**config.mk**
```make
export PLATFORM = sky130hd
export DESIGN_NAME = reg_write_arbiter_flat
export DESIGN_NICKNAME = d
export VERILOG_FILES = /design/src/rtl/reg_write_arbiter_if.sv /design/src/rtl/reg_write_arbiter.sv /design/src/flat_wrapper.sv
export SDC_FILE = /design/constraint.sdc
export NUM_CORES = 1
export LEC_CHECK = 0
export ABC_AREA = 1
export ABC_CLOCK_PERIOD_IN_PS = 2300
export BUFFER_PORTS_ARGS = -buffer_cell sky130_fd_sc_hd__buf_2
export CORE_AREA = 3 3 66 68
export CTS_BUF_LIST = sky130_fd_sc_hd__clkbuf_4
export DETAILED_ROUTE_END_ITERATION = 8
export DIE_AREA = 0 0 69 71
export HOLD_SLACK_MARGIN = 0.15
export PLACE_DENSITY = 0.8
export SYNTH_ARGS = -nofsm -noshare
export SYNTH_HDL_FRONTEND = slang
export SYNTH_SLANG_ARGS = --single-unit
```
**constraint.sdc**
```tcl
create_clock -name clock -period 2.3 [get_ports clock]
set_input_delay 0.46 -clock clock [delete_from_list [all_inputs] [get_ports clock]]
set_output_delay 0.46 -clock clock [all_outputs]
set_load 0.02 [all_outputs]
```
**src/rtl/reg_write_arbiter_if.sv**
```systemverilog
// Bundle of requester-side and register-side signals for reg_write_arbiter.
//   req     : per-requester write request (bit i = requester i)
//   lock    : per-requester lock request, honoured only for the current owner
//   wdata   : packed write data, requester i at [i*WIDTH +: WIDTH]
//   grant   : registered one-hot grant, zero when idle
//   ack     : registered one-cycle pulse when q took requester i's data
//   q       : shared register contents
//   q_owner : index of the requester that last wrote q
//   busy    : high while a requester holds the lock
// The master modport is the requester side; the slave modport is the arbiter.
interface reg_write_arbiter_if #(
  parameter int WIDTH = 8,
  parameter int N_REQ = 4
);
  localparam int IDX_W = $clog2(N_REQ);

  logic [N_REQ-1:0]       req;
  logic [N_REQ-1:0]       lock;
  logic [N_REQ*WIDTH-1:0] wdata;
  logic [N_REQ-1:0]       grant;
  logic [N_REQ-1:0]       ack;
  logic [WIDTH-1:0]       q;
  logic [IDX_W-1:0]       q_owner;
  logic                   busy;

  modport master (
    output req, lock, wdata,
    input  grant, ack, q, q_owner, busy
  );

  modport slave (
    input  req, lock, wdata,
    output grant, ack, q, q_owner, busy
  );
endinterface

```
**src/rtl/reg_write_arbiter.sv**
```systemverilog
// Round-robin arbiter sharing one WIDTH-bit register between N_REQ requesters.
// A winning requester may lock the register for back-to-back writes; the lock
// is released when the owner drops lock or after MAX_LOCK cycles in OWN.
// Ports:
//   clock : rising-edge clock
//   reset : asynchronous active-low reset
//   bus   : reg_write_arbiter_if.slave (req/lock/wdata in; grant/ack/q/q_owner/busy out)
module reg_write_arbiter #(
  parameter int WIDTH    = 8,
  parameter int N_REQ    = 4,
  parameter int MAX_LOCK = 8
) (
  input  logic                  clock,
  input  logic                  reset,
  reg_write_arbiter_if.slave    bus
);
  localparam int IDX_W  = $clog2(N_REQ);
  localparam int CAND_W = IDX_W + 1;
  localparam int CNT_W  = $clog2(MAX_LOCK + 1);
  localparam logic [N_REQ-1:0] ONE_HOT0 = N_REQ'(1);

  typedef enum logic {ARB, OWN} state_t;

  state_t            state_reg,    state_next;
  logic [IDX_W-1:0]  ptr_reg,      ptr_next;
  logic [CNT_W-1:0]  lock_cnt_reg, lock_cnt_next;
  logic [N_REQ-1:0]  grant_reg,    grant_next;
  logic [N_REQ-1:0]  ack_reg,      ack_next;
  logic [WIDTH-1:0]  q_reg,        q_next;
  logic [IDX_W-1:0]  owner_reg,    owner_next;

  // Per-requester view of the packed write data.
  logic [WIDTH-1:0] wdata_arr [N_REQ];

  for (genvar gi = 0; gi < N_REQ; gi++) begin : g_wdata
    assign wdata_arr[gi] = bus.wdata[gi*WIDTH +: WIDTH];
  end

  // Winner search: scan offsets from highest to lowest so the lowest offset
  // from ptr (highest priority) is the last one written.
  logic              win_valid;
  logic [IDX_W-1:0]  win_idx;
  logic [CAND_W-1:0] cand;

  always_comb begin
    win_valid = 1'b0;
    win_idx   = '0;
    cand      = '0;
    for (int k = N_REQ - 1; k >= 0; k--) begin
      cand = {1'b0, ptr_reg} + CAND_W'(k);
      if (cand >= CAND_W'(N_REQ)) begin
        cand = cand - CAND_W'(N_REQ);
      end
      if (bus.req[cand[IDX_W-1:0]]) begin
        win_valid = 1'b1;
        win_idx   = cand[IDX_W-1:0];
      end
    end
  end

  always_comb begin
    state_next    = state_reg;
    ptr_next      = ptr_reg;
    lock_cnt_next = lock_cnt_reg;
    grant_next    = grant_reg;
    ack_next      = ack_reg;
    q_next        = q_reg;
    owner_next    = owner_reg;

    case (state_reg)
      ARB: begin
        if (win_valid) begin
          q_next     = wdata_arr[win_idx];
          owner_next = win_idx;
          grant_next = ONE_HOT0 << win_idx;
          ack_next   = ONE_HOT0 << win_idx;
          ptr_next   = (win_idx == IDX_W'(N_REQ - 1)) ? '0 : win_idx + 1'b1;
          if (bus.lock[win_idx]) begin
            state_next    = OWN;
            lock_cnt_next = '0;
          end
        end else begin
          grant_next = '0;
          ack_next   = '0;
        end
      end

      OWN: begin
        // ptr already points past the owner, so the owner gets lowest
        // priority once arbitration resumes.
        lock_cnt_next = lock_cnt_reg + 1'b1;
        if (bus.req[owner_reg]) begin
          q_next   = wdata_arr[owner_reg];
          ack_next = ONE_HOT0 << owner_reg;
        end else begin
          ack_next = '0;
        end
        // On the release edge the grant drops immediately, but a write
        // presented on that edge still lands and is acknowledged.
        if (!bus.lock[owner_reg] || lock_cnt_reg == CNT_W'(MAX_LOCK - 1)) begin
          state_next = ARB;
          grant_next = '0;
        end
      end

      default: begin
        state_next = ARB;
      end
    endcase
  end

  always_ff @(posedge clock or negedge reset) begin
    if (!reset) begin
      state_reg    <= ARB;
      ptr_reg      <= '0;
      lock_cnt_reg <= '0;
      grant_reg    <= '0;
      ack_reg      <= '0;
      q_reg        <= '0;
      owner_reg    <= '0;
    end else begin
      state_reg    <= state_next;
      ptr_reg      <= ptr_next;
      lock_cnt_reg <= lock_cnt_next;
      grant_reg    <= grant_next;
      ack_reg      <= ack_next;
      q_reg        <= q_next;
      owner_reg    <= owner_next;
    end
  end

  assign bus.grant   = grant_reg;
  assign bus.ack     = ack_reg;
  assign bus.q       = q_reg;
  assign bus.q_owner = owner_reg;
  assign bus.busy    = (state_reg == OWN);
endmodule

```
**src/flat_wrapper.sv**
```systemverilog
// flat-port wrapper written by rule: the top's interface ports become plain ports
module reg_write_arbiter_flat 
#(
  parameter int WIDTH    = 8,
  parameter int N_REQ    = 4,
  parameter int MAX_LOCK = 8
)
  (clock, reset, bus_req, bus_lock, bus_wdata, bus_grant, bus_ack, bus_q, bus_q_owner, bus_busy);
  reg_write_arbiter_if #(.WIDTH(WIDTH), .N_REQ(N_REQ)) bus_i ();
  input  logic clock;
  input  logic reset;
  input wire logic [$bits(bus_i.req)-1:0] bus_req;
  input wire logic [$bits(bus_i.lock)-1:0] bus_lock;
  input wire logic [$bits(bus_i.wdata)-1:0] bus_wdata;
  output wire logic [$bits(bus_i.grant)-1:0] bus_grant;
  output wire logic [$bits(bus_i.ack)-1:0] bus_ack;
  output wire logic [$bits(bus_i.q)-1:0] bus_q;
  output wire logic [$bits(bus_i.q_owner)-1:0] bus_q_owner;
  output wire logic [$bits(bus_i.busy)-1:0] bus_busy;
  assign bus_i.req = bus_req;
  assign bus_i.lock = bus_lock;
  assign bus_i.wdata = bus_wdata;
  assign bus_grant = bus_i.grant;
  assign bus_ack = bus_i.ack;
  assign bus_q = bus_i.q;
  assign bus_q_owner = bus_i.q_owner;
  assign bus_busy = bus_i.busy;
  reg_write_arbiter #(.WIDTH(WIDTH), .N_REQ(N_REQ), .MAX_LOCK(MAX_LOCK)) u_core (.clock(clock), .reset(reset), .bus(bus_i));
endmodule
```
# Word level (Yosys, flattened, before mapping)
# Cells that the tools add are included.
# W data, S select, Z words.
dict set report classes {
  n_addsub 9
  order_cmp 12
  n_eq_ne 6
  shifts 2
  mux 48
  bitwise_logic 3
  reduce_logical 5
}
# op count
set op_table {}
lappend op_table {{$mux W8} 6}
lappend op_table {{$bmux W8 S2} 2}
lappend op_table {{$pmux W4 S2} 3}
lappend op_table {{$mux W4} 5}
lappend op_table {{$lt A2 B3 Y1 const B} 6}
lappend op_table {{$mux W2} 9}
lappend op_table {{$pmux W8 S2} 1}
lappend op_table {{$ge A3 B3 Y1 const B} 5}
lappend op_table {{$bmux W1 S2} 7}
lappend op_table {{$mux W1} 14}
lappend op_table {{$shl A1 B2 Y4 const A} 2}
lappend op_table {{$sub A2 B1 Y2 const B} 4}
lappend op_table {{$add A2 B2 Y3 const B} 2}
lappend op_table {{$not A2 Y3} 2}
lappend op_table {{$reduce_and A2 Y1} 3}
lappend op_table {{$add A4 B1 Y4 const B} 1}
lappend op_table {{$eq A4 B3 Y1 const B} 1}
lappend op_table {{$ne A2 B1 Y1 const B} 2}
lappend op_table {{$ne A2 B2 Y1 const B} 2}
lappend op_table {{$add A2 B1 Y3 const B} 1}
lappend op_table {{$ge A2 B3 Y1 const B} 1}
lappend op_table {{$add A2 B1 Y2 const B} 1}
lappend op_table {{$eq A2 B2 Y1 const B} 1}
lappend op_table {{$pmux W1 S2} 1}
lappend op_table {{3 further kinds} 3}
dict set report word_totals {
  regBits 25
  inputBits 42
  elab_cells 92
}

# Longest topological paths before layout
dict set report logic_depth {
  word_depth 15
  depth_mapped 15
  depth_no_buf 13
}

# Worst setup path before layout
# No wires, ideal clock.
dict set report synth_path {
  path_type {register to register}
  start {register u_core.ptr_reg[0]}
  end {register u_core.ptr_reg[1]}
  t_arrival_ns 1.782
  required_time_ns 2.174
  slack_ns 0.392
  path_stages_with_launch 12
  synth_period_minus_slack_ns 1.908
  path_cell_list {dfrtp_1 buf_6 xnor2_1 nand2_2 nand3_1 nand3_2 nand2_2 buf_4 inv_1 ha_1 nand2_1 o21ai_0}
}
dict set report synth_via {
  elab_chain_cells 11
}
# element line
set synth_rtl {}
lappend synth_rtl {{from (decl)} reg_write_arbiter.sv:25} ;# logic [IDX_W-1:0] ptr_reg, ptr_next;
lappend synth_rtl {{from (signal assigned)} reg_write_arbiter.sv:123} ;# ptr_reg <= ptr_next;
lappend synth_rtl {{$add A2 B2 Y3} reg_write_arbiter.sv:50} ;# cand = {1'b0, ptr_reg} + CAND_W'(k);
lappend synth_rtl {{$ge A3 B3 Y1 / $sub A2 B1 Y2 (equally long branches)} {reg_write_arbiter.sv:51, reg_write_arbiter.sv:52}}
lappend synth_rtl {{$mux W2} reg_write_arbiter.sv:51} ;# if (cand >= CAND_W'(N_REQ)) begin
lappend synth_rtl {{$bmux W1 S2} reg_write_arbiter.sv:54} ;# if (bus.req[cand[IDX_W-1:0]]) begin
lappend synth_rtl {{$mux W1 (implied by the code)} reg_write_arbiter.sv:54}
lappend synth_rtl {{$mux W2 (3 in series)} reg_write_arbiter.sv:54}
lappend synth_rtl {{$mux W2 *} reg_write_arbiter.sv:54}
lappend synth_rtl {{net u_core.win_idx[0]} reg_write_arbiter.sv:42} ;# logic [IDX_W-1:0] win_idx;
lappend synth_rtl {{$add A2 B1 Y2 / $eq A2 B2 Y1 (equally long branches)} reg_write_arbiter.sv:77} ;# ptr_next = (win_idx == IDX_W'(N_REQ - 1)) ? '0 : win_idx + 1'b1;
lappend synth_rtl {{$mux W2 *} reg_write_arbiter.sv:77}
# The timed path passes the listed nets; every way through them passes the cells marked *. The select of a mux whose other input is x is not followed.
# A chain may end at the register's enable or synchronous reset.

# Worst setup path in the final report
dict set report layout_path {
  start {register u_core.ptr_reg[0]}
  end {register u_core.ack_reg[0], in the netlist u_core.bus.ack[0]}
}
dict set report layout_via {
  elab_chain_cells 12
}
# element line
set layout_rtl {}
lappend layout_rtl {{$add A2 B2 Y3} reg_write_arbiter.sv:50}
lappend layout_rtl {{$ge A3 B3 Y1 / $sub A2 B1 Y2 (equally long branches)} {reg_write_arbiter.sv:51, reg_write_arbiter.sv:52}}
lappend layout_rtl {{$mux W2} reg_write_arbiter.sv:51}
lappend layout_rtl {{$bmux W1 S2} reg_write_arbiter.sv:54}
lappend layout_rtl {{$mux W1 (implied by the code)} reg_write_arbiter.sv:54}
lappend layout_rtl {{$mux W2 (4 in series)} reg_write_arbiter.sv:54}
lappend layout_rtl {{$shl A1 B2 Y4} reg_write_arbiter.sv:76} ;# ack_next = ONE_HOT0 << win_idx;
lappend layout_rtl {{$mux W4 *} reg_write_arbiter.sv:72} ;# if (win_valid) begin
lappend layout_rtl {{$pmux W4 S2 *} reg_write_arbiter.sv:70} ;# case (state_reg)
lappend layout_rtl {{net u_core.ack_next[0]} reg_write_arbiter.sv:28} ;# logic [N_REQ-1:0] ack_reg, ack_next;
lappend layout_rtl {{to (signal assigned)} reg_write_arbiter.sv:126} ;# ack_reg <= ack_next;
lappend layout_rtl {{to (decl)} reg_write_arbiter.sv:28}
# Marks and branches as above.

==> reports/results.ini <==
[outcome]
status = complete, no violations

[grt]
grt_pass1_vias = 2027
grt_first_pass_wirelength_um = 9180
antenna_found_initial = 0
grt_use_total_pct = 22.7
grt_max_degree = 26
grt-ovfl-total = 0

[sta]
timing.final.ws_setup_ns = 0.208
clock_skew_ns = 0.00684
tns_ns = 0
rsz0062_at_grt = false
fmax_mhz = 478
fin_crit_ns = 2.09
whs_ns = 0.448
slew_violations = 0
tightest_slew_ns = 0.567
period_share_pct = 91.0
setup_viol = 0
hold_viol_final = 0
slew_headroom_pct = 62.2

[yosys]
synthTopCellsByArea = dfrtp_1 (31%), nand2_1 (15%), nand3_1 (10%)
synth.ff_latch_count = 25
yosysTopAreaCell = dfrtp_1
synth-xor-area-share_pct = 0.871
synth_adder_area_share_pct = 3.11
synth_cells = 295
ys_top_cells_by_count = nand2_1 (81), inv_1 (40), nand3_1 (40)
ys_seq_area_share_pct = 31.1
syn_area_per_cell_um2 = 6.82
synthFlopType = dfrtp_1
synth.most_common_cell = nand2_1
synth_compound_area_share_pct = 12.4
ys_types = 32
syn_nets = 342
ys_async_sr_fraction_pct = 100
synth_warnings = 0
yosys.area.top_type_share_pct = 31.1
synth_top_family_by_area = simple AND/OR/NAND/NOR gates
muxShareOfSynthArea_pct = 0
syn_area_um2 = 2010
synth-simple-area-share_pct = 40.2
synth_edf_count = 0

[setup_path]
cp_slowest_cell = dfrtp_2
r2r_slack_ns = 0.21
crit_arrival_ns = 2.29
worstPathCellList = xnor2_1 > nand2_1 > nor2_1 > nor2_1 > o21ai_1 > inv_1 > ha_1 > inv_1 > o22ai_1
regToRegStartpoint = u_core.ptr_reg[0]
cpLargestDelayFamily = flip-flops
timing.rr.end = u_core.bus.ack[0]
slowest_delay_ns = 0.51
worstSetupPathType = reg2reg
cp-end-kind = register
crit_path_start_kind = register
path_buf_inv = 2
crit_required_ns = 2.50
rr_worst_depth = 9
cp_max_fo = 12

[floorplanning]
rows = 23
die_area_um2 = 4900
fp.dieH_um = 71
die_w_um = 69
initial_core_util_pct = 51.4
pin_count = 61
fp.coreArea_um2 = 3910

[pwr]
p_leak_nw = 1.34
power.total_mw = 4.34
power_density_nw_per_um2 = 1790
switchingPower_mw = 2.40
peakVddDrop_mv = 0.878
seq_power_share_pct = 19.6
p_clk_share_pct = 5.0
p_sw_share_pct = 55.3
p_comb_share_pct = 75.4
internal-power_mw = 1.94

[clock_network]
clk_latency_ns = 0.33
cts_buffers = 3
h-tree-depth = 1
root_buffer = clkbuf_4
cts_sinks = 25
path_clk_slew_ns = 0.14
clockBufferDepth = 2
cts_tree = done

[place]
place.gp.congestion = 0.898
port_buffers = 60
pre_cts_slack_ns = 0.161
place_hpwl_um = 3990
placedCellCount = 399

[cells_and_area]
n_antenna_cell = 0
fillers = 379
area_growth_pct = 20.3
largest_reg_flops = 8
layout.nets = 403
final_cells = 405
drive_above_1_share_pct = 25.1

[drt]
ant_nets = 0
drc = 0
first_pass_iters = 5
drt_wl_total_um = 5390
vias = 2209
viasPerCell = 5.45
wl_per_cell_um = 13.3
drt_iter0_markers = 186

[min_path]
hold_depth = 3
hold_class = in2reg
hp-start = bus_req[3]
holdPathEnd = u_core.bus.ack[3]

[job]
maxCapViolations = 0

==> layout make-up <==
cell class	instances	area [um2]	area share [%]
Sequential cell	25	627	25.9
Clock buffer	4	30.0	1.24
Multi-Input combinational cell	214	1140	47.0
Timing Repair Buffer	69	395	16.3
Tap cell	50	62.6	2.59
Inverter	43	166	6.88
==> placed cells by master (no fill, tap or decap), drive strengths merged <==
master | synthesis | layout
nor3 | 7 | 7
ha | 5 | 5
inv | 43 | 43
nor2 | 16 | 16
o221ai | 2 | 2
dlygate4sd3 | 0 | 1
nand4 | 2 | 2
o21bai | 1 | 1
o211ai | 1 | 1
nand3 | 43 | 43
a22oi | 3 | 3
o21ai | 13 | 13
xnor2 | 2 | 2
dfrtp | 25 | 25
a2111oi | 6 | 6
nand3b | 14 | 14
nand2 | 87 | 87
a21oi | 3 | 3
buf | 12 | 68
o22ai | 8 | 8
clkbuf | 1 | 4
or2 | 1 | 1
==> worst reg2reg max path, stage by stage (launching register included) <==
cell     delay (ns)
dfrtp_2        0.51
xnor2_1        0.27
nand2_1        0.11
nor2_1         0.11
nor2_1         0.06
o21ai_1        0.25
inv_1          0.27
ha_1           0.26
inv_1          0.07
o22ai_1        0.07
==> logic make-up (layout without fill, tap and decap cells) <==
group,Yosys count,count (layout)
flip-flops,25,25
AO/OA/AOI/OAI,37,37
AND/OR/NAND/NOR,170,170
XOR/XNOR,2,2
buffers and inverters,56,116
adder cells (fa/ha/maj),5,5
==> worst max-delay path by stage <==
stage	start	to	slack, ns	cells past startpoint
floorplan	u_core.ptr_reg[0]	u_core.ptr_reg[1]	0.39	11
global route	u_core.ptr_reg[0]	u_core.bus.q[6]	0.04	14
detailed placement	u_core.ptr_reg[0]	u_core.bus.q[0]	0.16	13
finish	u_core.ptr_reg[0]	u_core.bus.ack[0]	0.21	9
global placement	u_core.ptr_reg[0]	u_core.bus.q[4]	0.17	13
CTS	u_core.ptr_reg[0]	u_core.bus.q[0]	0.13	13
==> repair_timing <==
action	CTS	global route
gates resized for setup	0	1
hold buffers	1	0
buffers inserted	0	1
endpoints found under the setup margin	0	9
hold endpoints to repair	25	0
==> per-stage QoR <==
stage	utilization (%)	area, um2
5_1_grt	61.8	2420
6_report	61.8	2420
2_1_floorplan	-	2010
4_1_cts	61.3	2400
3_5_place_dp	60.2	2360
3_3_place_gp	60.2	2360
==> layer usage <==
metal	global-route usage [%]	up-vias	part of all wire, %
met2	35.7	98	47
li1	-	1089	-
met5	0	-	0
met3	3.13	15	7.2
met1	31.4	1007	44
met4	9.33	0	2.4
==> power groups by stage <==
stage | clock network (mW) | registers [mW] | logic [mW]
6_report | 0.217 | 0.849 | 3.27
3_5_place_dp | 0 | 0.850 | 3.17
5_1_grt | 0.237 | 0.879 | 3.68
4_1_cts | 0.221 | 0.843 | 3.18
3_3_place_gp | 0 | 0.847 | 3.13
2_1_floorplan | 0 | 0.945 | 2.30
Note: power is estimated with default switching activity, not from simulation.
